`src/rtl/addsub_pkg.sv`:
```
// Shared definitions for the add/sub result stage.
//   W_DEF / CNT_W_DEF : default datapath and overflow-counter widths
//   flags_t           : status record stored with every result
//   MAX_POS / MAX_NEG : saturation limits at the default width
//   calc_flags()      : status flags from the raw adder outputs
package addsub_pkg;

  localparam int W_DEF     = 64;
  localparam int CNT_W_DEF = 16;

  typedef struct packed {
    logic carry;
    logic zero;
    logic neg;
    logic ovf;
    logic borrow;
  } flags_t;

  localparam int FLAGS_W = $bits(flags_t);

  localparam logic [W_DEF-1:0] MAX_POS = {1'b0, {(W_DEF-1){1'b1}}};
  localparam logic [W_DEF-1:0] MAX_NEG = {1'b1, {(W_DEF-1){1'b0}}};

  // Width-independent: only the sum's sign bit and zero test are needed.
  // Subtraction feeds ~b into the adder, so the effective sign of the
  // second operand is b_msb flipped.
  function automatic flags_t calc_flags(input logic carry,
                                        input logic sum_zero,
                                        input logic sum_msb,
                                        input logic mode,
                                        input logic a_msb,
                                        input logic b_msb);
    flags_t f;
    logic   b_eff_msb;
    b_eff_msb = b_msb ^ mode;
    f.carry   = carry;
    f.zero    = sum_zero;
    f.neg     = sum_msb;
    f.ovf     = (a_msb == b_eff_msb) && (sum_msb != a_msb);
    f.borrow  = mode && !carry;
    return f;
  endfunction

endpackage

```
`src/rtl/addsub_result_stage_if.sv`:
```
// Bus between the adder/subtractor, the result stage and its consumer.
// Handshake: a beat moves on a rising clock edge when valid and ready are
// both high; valid never depends on ready, and in_ready depends only on
// registered state of the stage.
//   master : upstream producer + downstream consumer (drives in_*, out_ready)
//   slave  : the result stage
// Parameter W: datapath width.
interface addsub_result_stage_if
  import addsub_pkg::*;
#(
  parameter int W = W_DEF
) ();

  logic         in_valid;
  logic         in_ready;
  logic [W-1:0] in_sum;
  logic         in_carry;
  logic         in_mode;
  logic         in_a_msb;
  logic         in_b_msb;

  logic         out_valid;
  logic         out_ready;
  logic [W-1:0] out_result;
  logic         out_carry;
  logic         out_zero;
  logic         out_neg;
  logic         out_ovf;
  logic         out_borrow;

  modport master (
    output in_valid, in_sum, in_carry, in_mode, in_a_msb, in_b_msb, out_ready,
    input  in_ready, out_valid, out_result, out_carry, out_zero, out_neg,
           out_ovf, out_borrow
  );

  modport slave (
    input  in_valid, in_sum, in_carry, in_mode, in_a_msb, in_b_msb, out_ready,
    output in_ready, out_valid, out_result, out_carry, out_zero, out_neg,
           out_ovf, out_borrow
  );

endinterface

```
`src/rtl/addsub_res_fifo.sv`:
```
// Two-entry FIFO holding packed {result, flags} entries.
//   clk, rst_n    : clock, asynchronous active-low reset
//   push_*        : write side (push_ready = not full, from registered count)
//   pop_*         : read side (pop_data is the head, zero when empty)
//   occupancy     : number of stored entries 0..2
// Parameter DW: entry width.
module addsub_res_fifo #(
  parameter int DW = 8
) (
  input  logic          clk,
  input  logic          rst_n,
  input  logic          push_valid,
  output logic          push_ready,
  input  logic [DW-1:0] push_data,
  output logic          pop_valid,
  input  logic          pop_ready,
  output logic [DW-1:0] pop_data,
  output logic [1:0]    occupancy
);

  logic [DW-1:0] mem [2];
  logic          wr_ptr;
  logic          rd_ptr;
  logic [1:0]    count;
  logic          push;
  logic          pop;

  // Full blocks a push even when a pop happens on the same edge, which keeps
  // push_ready free of any path from pop_ready.
  assign push_ready = (count != 2'd2);
  assign pop_valid  = (count != 2'd0);
  assign push       = push_valid && push_ready;
  assign pop        = pop_ready && pop_valid;
  assign pop_data   = pop_valid ? mem[rd_ptr] : '0;
  assign occupancy  = count;

  always_ff @(posedge clk or negedge rst_n) begin
    if (!rst_n) begin
      mem[0] <= '0;
      mem[1] <= '0;
      wr_ptr <= 1'b0;
      rd_ptr <= 1'b0;
      count  <= 2'd0;
    end else begin
      if (push) begin
        mem[wr_ptr] <= push_data;
        wr_ptr      <= ~wr_ptr;
      end
      if (pop) begin
        rd_ptr <= ~rd_ptr;
      end
      // Push and pop together leave the count unchanged; the read pointer
      // moves on to the entry just written when occupancy was 1.
      case ({push, pop})
        2'b10:   count <= count + 2'd1;
        2'b01:   count <= count - 2'd1;
        default: count <= count;
      endcase
    end
  end

endmodule

```
`src/rtl/addsub_result_stage.sv`:
```
// Result stage behind an adder/subtractor: computes status flags (and, when
// enabled, a saturated result) at push time, buffers results in a 2-entry
// FIFO and counts signed overflows.
//   clk, rst_n : clock, asynchronous active-low reset
//   bus        : addsub_result_stage_if slave (in_* from the adder, out_* to
//                the consumer)
//   ovf_cnt    : saturating count of accepted results with signed overflow
//   occupancy  : debug view of the FIFO fill level 0..2
// Build option: define ADDSUB_SAT_EN to clamp overflowing results to the
// most positive / most negative value; otherwise results wrap.
module addsub_result_stage
  import addsub_pkg::*;
#(
  parameter int W     = W_DEF,
  parameter int CNT_W = CNT_W_DEF
) (
  input  logic                  clk,
  input  logic                  rst_n,
  addsub_result_stage_if.slave  bus,
  output logic [CNT_W-1:0]      ovf_cnt,
  output logic [1:0]            occupancy
);

  localparam int DW = W + FLAGS_W;

  flags_t        push_flags;
  flags_t        head_flags;
  logic [W-1:0]  push_result;
  logic [DW-1:0] head_data;
  logic          push_fire;
  logic          fifo_ready;

  assign push_flags = calc_flags(bus.in_carry, (bus.in_sum == '0),
                                 bus.in_sum[W-1], bus.in_mode,
                                 bus.in_a_msb, bus.in_b_msb);

`ifdef ADDSUB_SAT_EN
  localparam logic [W-1:0] SAT_POS = {1'b0, {(W-1){1'b1}}};
  localparam logic [W-1:0] SAT_NEG = {1'b1, {(W-1){1'b0}}};

  // On overflow both operands share a's sign, which is the true sign of the
  // result; flags keep describing the wrapped sum.
  assign push_result = push_flags.ovf ? (bus.in_a_msb ? SAT_NEG : SAT_POS)
                                      : bus.in_sum;
`else
  assign push_result = bus.in_sum;
`endif

  assign bus.in_ready = fifo_ready;
  assign push_fire    = bus.in_valid && fifo_ready;

  addsub_res_fifo #(
    .DW (DW)
  ) u_fifo (
    .clk        (clk),
    .rst_n      (rst_n),
    .push_valid (bus.in_valid),
    .push_ready (fifo_ready),
    .push_data  ({push_result, push_flags}),
    .pop_valid  (bus.out_valid),
    .pop_ready  (bus.out_ready),
    .pop_data   (head_data),
    .occupancy  (occupancy)
  );

  assign head_flags     = head_data[FLAGS_W-1:0];
  assign bus.out_result = head_data[DW-1:FLAGS_W];
  assign bus.out_carry  = head_flags.carry;
  assign bus.out_zero   = head_flags.zero;
  assign bus.out_neg    = head_flags.neg;
  assign bus.out_ovf    = head_flags.ovf;
  assign bus.out_borrow = head_flags.borrow;

  // Counted at acceptance, independent of when the result is consumed.
  always_ff @(posedge clk or negedge rst_n) begin
    if (!rst_n) begin
      ovf_cnt <= '0;
    end else if (push_fire && push_flags.ovf && (ovf_cnt != '1)) begin
      ovf_cnt <= ovf_cnt + CNT_W'(1);
    end
  end

endmodule

```
`src/flat_wrapper.sv`:
```
// flat-port wrapper written by rule: the top's interface ports become plain ports
module addsub_result_stage_flat import addsub_pkg::*;
#(
  parameter int W     = W_DEF,
  parameter int CNT_W = CNT_W_DEF
)
  (clk, rst_n, ovf_cnt, occupancy, bus_in_valid, bus_in_sum, bus_in_carry, bus_in_mode, bus_in_a_msb, bus_in_b_msb, bus_out_ready, bus_in_ready, bus_out_valid, bus_out_result, bus_out_carry, bus_out_zero, bus_out_neg, bus_out_ovf, bus_out_borrow);
  addsub_result_stage_if #(.W(W)) bus_i ();
  input  logic clk;
  input  logic rst_n;
  output logic [CNT_W-1:0] ovf_cnt;
  output logic [1:0] occupancy;
  input wire logic [$bits(bus_i.in_valid)-1:0] bus_in_valid;
  input wire logic [$bits(bus_i.in_sum)-1:0] bus_in_sum;
  input wire logic [$bits(bus_i.in_carry)-1:0] bus_in_carry;
  input wire logic [$bits(bus_i.in_mode)-1:0] bus_in_mode;
  input wire logic [$bits(bus_i.in_a_msb)-1:0] bus_in_a_msb;
  input wire logic [$bits(bus_i.in_b_msb)-1:0] bus_in_b_msb;
  input wire logic [$bits(bus_i.out_ready)-1:0] bus_out_ready;
  output wire logic [$bits(bus_i.in_ready)-1:0] bus_in_ready;
  output wire logic [$bits(bus_i.out_valid)-1:0] bus_out_valid;
  output wire logic [$bits(bus_i.out_result)-1:0] bus_out_result;
  output wire logic [$bits(bus_i.out_carry)-1:0] bus_out_carry;
  output wire logic [$bits(bus_i.out_zero)-1:0] bus_out_zero;
  output wire logic [$bits(bus_i.out_neg)-1:0] bus_out_neg;
  output wire logic [$bits(bus_i.out_ovf)-1:0] bus_out_ovf;
  output wire logic [$bits(bus_i.out_borrow)-1:0] bus_out_borrow;
  assign bus_i.in_valid = bus_in_valid;
  assign bus_i.in_sum = bus_in_sum;
  assign bus_i.in_carry = bus_in_carry;
  assign bus_i.in_mode = bus_in_mode;
  assign bus_i.in_a_msb = bus_in_a_msb;
  assign bus_i.in_b_msb = bus_in_b_msb;
  assign bus_i.out_ready = bus_out_ready;
  assign bus_in_ready = bus_i.in_ready;
  assign bus_out_valid = bus_i.out_valid;
  assign bus_out_result = bus_i.out_result;
  assign bus_out_carry = bus_i.out_carry;
  assign bus_out_zero = bus_i.out_zero;
  assign bus_out_neg = bus_i.out_neg;
  assign bus_out_ovf = bus_i.out_ovf;
  assign bus_out_borrow = bus_i.out_borrow;
  addsub_result_stage #(.W(W), .CNT_W(CNT_W)) u_core (.clk(clk), .rst_n(rst_n), .bus(bus_i), .ovf_cnt(ovf_cnt), .occupancy(occupancy));
endmodule
```
`config.mk`:
```
export PLATFORM = sky130hd
export DESIGN_NAME = addsub_result_stage_flat
export DESIGN_NICKNAME = d
export VERILOG_FILES = /design/src/rtl/addsub_pkg.sv /design/src/rtl/addsub_result_stage_if.sv /design/src/rtl/addsub_res_fifo.sv /design/src/rtl/addsub_result_stage.sv /design/src/flat_wrapper.sv
export SDC_FILE = /design/constraint.sdc
export NUM_CORES = 1
export LEC_CHECK = 0
export CORE_MARGIN = 3
export CORE_UTILIZATION = 46
export CTS_BUF_LIST = sky130_fd_sc_hd__clkbuf_16
export DETAILED_ROUTE_END_ITERATION = 10
export GPL_TIMING_DRIVEN = 1
export PLACE_DENSITY_LB_ADDON = 0.08
export REMOVE_ABC_BUFFERS = 1
export SLEW_MARGIN = 10
export SYNTH_ARGS = -nofsm -noshare
export SYNTH_HDL_FRONTEND = slang
export SYNTH_SLANG_ARGS = --single-unit
export TNS_END_PERCENT = 30
```
`constraint.sdc`:
```
create_clock -name clk -period 1.8 [get_ports clk]
set_input_delay 0.36 -clock clk [delete_from_list [all_inputs] [get_ports clk]]
set_output_delay 0.36 -clock clk [all_outputs]
set_load 0.01 [all_outputs]
```
==> results of run 1 <==
==> state kept, by name (all words and copies together) (netlist names) <==
register	count
u_core.u_fifo.mem	136
u_core.ovf_cnt	16
u_core.u_fifo.occupancy	2
u_core.u_fifo.rd_ptr	1
u_core.u_fifo.wr_ptr	1
==> metal layers <==
layer	routed length, um	up-vias	part of all wire	GRT usage
met2	8960	148	0.50	0.365
met4	300	0	0.017	0.0611
met1	7850	2664	0.44	0.289
met3	941	17	0.052	0.0537
li1	-	2497	-	-
met5	0	-	0	0
==> critical path, stage by stage, from the launching register on <==
cell and delay, ns:
dfrtp_4 0.51, buf_12 0.17, buf_16 0.15, mux2i_1 0.12, nor2_1 0.15, buf_2 0.16
==> power breakdown <==
part	switching, uW	total, uW	internal, uW
Sequential	872	6050	5170
Clock	1480	3680	2200
Combinational	4240	9180	4940
Total	6600	18900	12300
==> how the worst max path moves through the flow <==
stage,start,to,slack (ns),cells past startpoint
6_report,u_core.u_fifo.rd_ptr,bus_out_result[30],-0.24,5
2_1_floorplan,u_core.u_fifo.occupancy[0],u_core.u_fifo.occupancy[1],-2.14,6
4_1_cts,u_core.u_fifo.rd_ptr,bus_out_result[63],-0.27,5
5_1_grt,u_core.u_fifo.rd_ptr,bus_out_neg,-0.31,5
3_3_place_gp,bus_in_mode,u_core.ovf_cnt[7],-0.34,8
3_5_place_dp,bus_in_mode,u_core.ovf_cnt[7],-0.37,8
==> kinds of logic (layout without fill, tap and decap cells) <==
logic type / Yosys count / after routing / share of synthesized area
flip-flops: 156 / 156 / 0.545
AND/OR/NAND/NOR: 138 / 138 / 0.0916
multiplexers: 203 / 203 / 0.307
buffers and inverters: 33 / 302 / 0.0199
AO/OA/AOI/OAI: 4 / 4 / 0.00594
adder cells (fa/ha/maj): 2 / 2 / 0.00349
XOR/XNOR: 21 / 21 / 0.0267
==> stage by stage <==
step | hold WS (ns) | instances | setup TNS, ns | area [sq um] | util
6_report | 0.441 | 1010 | -9.92 | 10400 | 0.697
5_1_grt | 0.462 | 1010 | -16.09 | 10400 | 0.697
4_1_cts | 0.451 | 1008 | -12.62 | 10300 | 0.693
3_5_place_dp | 0.330 | 961 | -15.63 | 9720 | 0.654
3_3_place_gp | 0.325 | 961 | -16.89 | 9720 | 0.654
2_1_floorplan | 0.0644 | 526 | -293.76 | 7020 | -
==> synth_stat cells (all sizes together) <==
library cell / n / share of area
a2111oi: 1 / 0.0038
a21oi: 1 / 0.00070
and2: 3 / 0.0026
and3: 3 / 0.0026
and4: 2 / 0.0024
buf: 13 / 0.0094
clkbuf: 18 / 0.0094
dfrtp: 156 / 0.55
ha: 2 / 0.0035
inv: 2 / 0.0010
mux2: 133 / 0.21
mux2i: 70 / 0.098
nand2: 11 / 0.0061
nand2b: 3 / 0.0026
nand3: 7 / 0.0049
nand4: 6 / 0.0052
nor2: 75 / 0.040
nor2b: 2 / 0.0017
nor3: 5 / 0.0035
nor3b: 1 / 0.0010
nor4: 18 / 0.017
o21ai: 2 / 0.0014
or2: 1 / 0.00087
or3: 1 / 0.0016
xnor2: 10 / 0.013
xor2: 11 / 0.013
==> final cells by class <==
class,count,share of cell area
Clock inverter,15,0.0181
Timing Repair Buffer,268,0.230
Multi-Input combinational cell,368,0.310
Tap cell,184,0.0222
Sequential cell,156,0.377
Inverter,2,0.000724
Clock buffer,17,0.0411
==> placed cells by master, fill, tap and decap left out, types with 6 or more instances in the layout <==
master	count
buf_16	6
buf_4	84
dfrtp_1	154
xnor2_1	9
xor2_1	11
nor2_1	71
buf_12	14
dlygate4sd2_1	11
buf_2	70
nor4_1	17
nand2_1	10
mux2_2	132
clkbuf_16	18
clkdlybuf4s50_1	72
mux2i_1	66
nand3_1	6
nand4_1	6
==> timing repair <==
item | in CTS | in global routing
hold endpoints to repair | 43 | 0
pin swaps | 21 | 15
resized for setup | 303 | 24
endpoints found under the setup margin | 84 | 163
hold buffers | 1 | 0
gates cloned | 5 | 1
setup buffers | 9 | 1
==> flow_metrics.tcl, run 1 <==
set metrics [dict create \
    first_iter_violations 244 \
    hold_viol 0 \
    hp-class "primary input to asynchronous set/reset pin" \
    gp_congestion 0.779 \
    rsz0062_at_grt "true" \
    max_freq_mhz 489 \
    grt_pass1_wl_mm 29.0 \
    syn_to_final_growth_pct 44.7 \
    ant_nets 0 \
    insertion_delay_ns 0.42 \
    grt_max_degree 47 \
    synth_warnings 0 \
    clock-root-buffer "clkbuf_16" \
    fin_worst_skew_ns 0.00928 \
    status "complete, but fails checks" \
    crit_required_ns 1.44 \
    yosysSeqAreaShare 0.545 \
    start_util 0.482 \
    syn_area_sq_um 7160 \
    rows 44 \
    fin_crit_sh 1.14 \
    power_uw 18900 \
    grt_overflow_total 0 \
    finalCriticalPeriod_ns 2.04 \
    vias 5326 \
    ir_drop_v 0.00107 \
    first_pass_iters 4 \
    clock_path_buffers 2 \
    rrSetupSlack_ns -0.02 \
    total_leakage_power_uw 0.00493 \
    wl_per_cell_um 17.9 \
    die_x_um 131 \
    fill_cells 1106 \
    worstSetupPathType "flop to output pin" \
    fin_ws_ns -0.244 \
    worstMarginPinSlew_ns 0.476 \
    cts_tree "done" \
    drt_wl_total_mm 18.1 \
    post-place-ws_ns -0.367 \
    power_density_nw_per_um2 1820 \
    via_per_inst 5.27 \
    track_usage 0.220 \
    violations "setup timing" \
    maxCapViolCount 0 \
    pin_count 161 \
    cp-end-kind "output pin" \
    rr_endpoint "u_core.u_fifo.occupancy[1]" \
    multi_input_area_sq_um 3220 \
    cts_buffers 17 \
    regArea_sq_um 3910 \
    yosysUniqueCellTypes 32 \
    arrival_ns 1.68 \
    htreeDepth 4 \
    worst_setup_path_start_kind "flop" \
    core_sq_um 14900 \
    n_antenna_cell 0 \
    dpl.hpwl_mm 11.9 \
    die_area_sq_um 17100 \
    slew_headroom 0.683 \
    synth_seq_cells 156 \
    timing.rr.start "u_core.u_fifo.occupancy[1]" \
    syn_avg_cell_area_sq_um 12.9 \
    path_max_fanout 9 \
    die_h_um 131 \
    grt_pass1_vias 5698 \
    fin_nets 887 \
    rr_worst_depth 8 \
    syn_inst 557 \
    port_buffers 160 \
    finalSetupViolations 72 \
    clk_pin_slew_ns 0.06 \
    drcViolationCount 0 \
    drive_gt1_frac 0.447 \
    antenna_found_initial 0 \
    drv_slew 0 \
    cts.sinks 156 \
]
No activity file was read; power rests on OpenSTA's default activity.
==> run 2: changes to the inputs <==
--- a/config.mk
+++ b/config.mk
@@ -6,7 +6,7 @@
 export NUM_CORES = 1
 export LEC_CHECK = 0
 export CORE_MARGIN = 3
-export CORE_UTILIZATION = 46
+export CORE_UTILIZATION = 51
 export CTS_BUF_LIST = sky130_fd_sc_hd__clkbuf_16
 export DETAILED_ROUTE_END_ITERATION = 10
 export GPL_TIMING_DRIVEN = 1
==> constraint.sdc (replaced) <==
create_clock -name clk -period 2.09 [get_ports clk]
set_input_delay 0.418 -clock clk [delete_from_list [all_inputs] [get_ports clk]]
set_output_delay 0.418 -clock clk [all_outputs]
set_load 0.01 [all_outputs]
==> run 2 against run 1 <==
  * The flow still finishes with violations (setup timing)
  * Clock-buffer cell count is the same
  * Final cell count decreased by 6.9%
  * Flip-flop and latch count unchanged
  * Core utilization grew 2.5 points
  * Non-clock buffer count shrank 62
  * Register-to-register slack better by 0.17 ns
  * Global-route usage rose by 0.87 points
  * Clock power down 24%
  * Critical endpoint is now bus_out_result[62]
==> flow_metrics.tcl, run 2 (synthesis gave the netlist of run 1 again) <==
set metrics [dict create \
    critPathMaxStageDelay_ns 0.54 \
    syn_to_final_growth_pct 36.2 \
    hold_viol 0 \
    power_density_nw_per_um2 1590 \
    pin_count 161 \
    cp_slowest_cell "dfrtp_4" \
    drt_wl_total_mm 17.2 \
    crit_required_ns 1.67 \
    via_per_inst 5.43 \
    power_uw 15500 \
    hp-class "flop to flop" \
    timing.rr.start "u_core.ovf_cnt[11]" \
    worst_setup_path_start_kind "flop" \
    start_util 0.530 \
    switchingPower_uw 5470 \
    fin_nets 825 \
    comb_power_share 0.480 \
    tns_ns -0.119 \
    gp_congestion 0.796 \
    insertion_delay_ns 0.42 \
    drt-met1-wl_mm 7.47 \
    clkPwrFrac 0.179 \
    die_area_sq_um 15500 \
    clock_path_buffers 2 \
    grt_overflow_total 0 \
    hold_start "u_core.u_fifo.mem[0]" \
    port_buffers 160 \
    wl_met3_um 722 \
    arrival_ns 1.70 \
    track_usage 0.228 \
    violations "setup timing" \
    worstMarginPinSlew_ns 0.544 \
    largest_reg_flops 136 \
    rows 42 \
    pwr-share-seq 0.340 \
    worstSetupPathType "flop to output pin" \
    fin_worst_skew_ns 0.00523 \
    final_cell_mix "153 x dfrtp_1, 133 x mux2_2, 89 x clkdlybuf4s50_1, 72 x nor2_1, 67 x mux2i_1" \
    wl_met2_mm 8.76 \
    die_h_um 124 \
    first_pass_iters 4 \
    total_leakage_power_uw 0.00444 \
    drv_slew 0 \
    first_iter_violations 295 \
    stdcell_area_sq_um 9750 \
    hold_ws_ns 0.492 \
    intPower_uw 10100 \
    clk_pin_slew_ns 0.06 \
    max_freq_mhz 472 \
    ant_nets 0 \
    ir_drop_v 0.000961 \
    grt_pass1_wl_mm 28.5 \
    swShare 0.352 \
    grt_pass1_vias 5539 \
    clock-root-buffer "clkbuf_16" \
    grt_max_degree 67 \
    vias 5104 \
    wl_per_cell_um 18.3 \
    dpl.hpwl_mm 11.6 \
    final_common_cell "dfrtp_1" \
    finalCriticalPeriod_ns 2.12 \
    fill_cells 948 \
    finalSetupViolations 7 \
    die_x_um 124 \
    top_register "u_core.u_fifo.mem" \
    core_sq_um 13500 \
    place_area_sq_um 9290 \
    antenna_found_initial 0 \
    cp-end-kind "output pin" \
    drcViolationCount 0 \
    cts.sinks 156 \
    status "complete, but fails checks" \
    cts_tree "done" \
    slew_headroom 0.635 \
    fin_crit_sh 1.01 \
    maxCapViolCount 0 \
    cts_buffers 17 \
    htreeDepth 4 \
    fin_ws_ns -0.0301 \
    drive_gt1_frac 0.356 \
    highest_layer "met4" \
    cp_cell_sequence "buf_6 > buf_16 > mux2i_1 > nor2_1 > buf_2" \
    n_antenna_cell 0 \
    worstSetupStartpoint "u_core.u_fifo.rd_ptr" \
    rsz0062_at_grt "true" \
    path_max_fanout 7 \
]
run 2: cell count changes in the layout (fill, tap and decap cells not counted), sizes merged:
cell,previous run,this run
clkinv,5,7
dlymetal6s2s,5,0
bufinv,3,1
buf,177,72
clkdlybuf4s15,1,7
clkbuf,18,39
dlygate4sd2,11,15
clkdlybuf4s50,72,89
run 2: final timing paths:
kind                                    endpoint  slack (ns)  cells past startpoint
max                           bus_out_result[62]       -0.03                      5
min                         u_core.u_fifo.mem[0]        0.49                      2
max reg2reg                    u_core.ovf_cnt[1]        0.15                      5
min reg2reg                 u_core.u_fifo.mem[0]        0.49                      2
max in group asynchronous  u_core.u_fifo.mem[39]        0.89                      3
min in group asynchronous   u_core.u_fifo.mem[5]        0.51                      2
run 2: what timing repair did:
action | in CTS | in global routing
pin swaps | 8 | 7
endpoints found under the hold margin | 42 | 0
gates cloned | 3 | 1
endpoints found under the setup margin | 71 | 69
buffers inserted | 4 | 0
resized for setup | 159 | 61
hold buffers | 1 | 0
run 2: final cells by class:
class,count,area (sq um),area share
repair buffers,206,1920,0.197
inverters,2,7.51,0.000770
flip-flops and latches,156,3910,0.401
well taps,176,220,0.0226
clock buffers,17,425,0.0436
clock inverters,15,110,0.0113
multi-input cells,368,3160,0.324
run 2: stage by stage:
stage,setup WS (ns),util,instances
3_3_place_gp,-0.133,0.688,900
4_1_cts,-0.205,0.727,940
3_5_place_dp,-0.182,0.688,900
6_report,-0.0301,0.722,940
2_1_floorplan,-1.85,-,526
5_1_grt,-0.102,0.722,940
run 2: power by group through the flow:
stage / clock (uW) / sequential [uW] / combinational, uW
floorplan: 0 / 5280 / 4230
global placement: 0 / 5160 / 7880
detailed placement: 0 / 5270 / 8040
CTS: 2850 / 5250 / 7610
global route: 2980 / 5460 / 8080
finish: 2780 / 5290 / 7460
run 2: worst max-delay path, delay by kind of cell, from the launching register on:
family                 cells  cell delay [ns]
multiplexers               1             0.12
flip-flops                 1             0.54
buffers and inverters      3             0.47
AND/OR/NAND/NOR            1             0.15
run 2: metal layers:
metal / vias up / track usage
met2: 115 / 0.389
met5: - / 0
li1: 2350 / -
met4: 0 / 0.0787
met3: 22 / 0.0480
met1: 2617 / 0.290
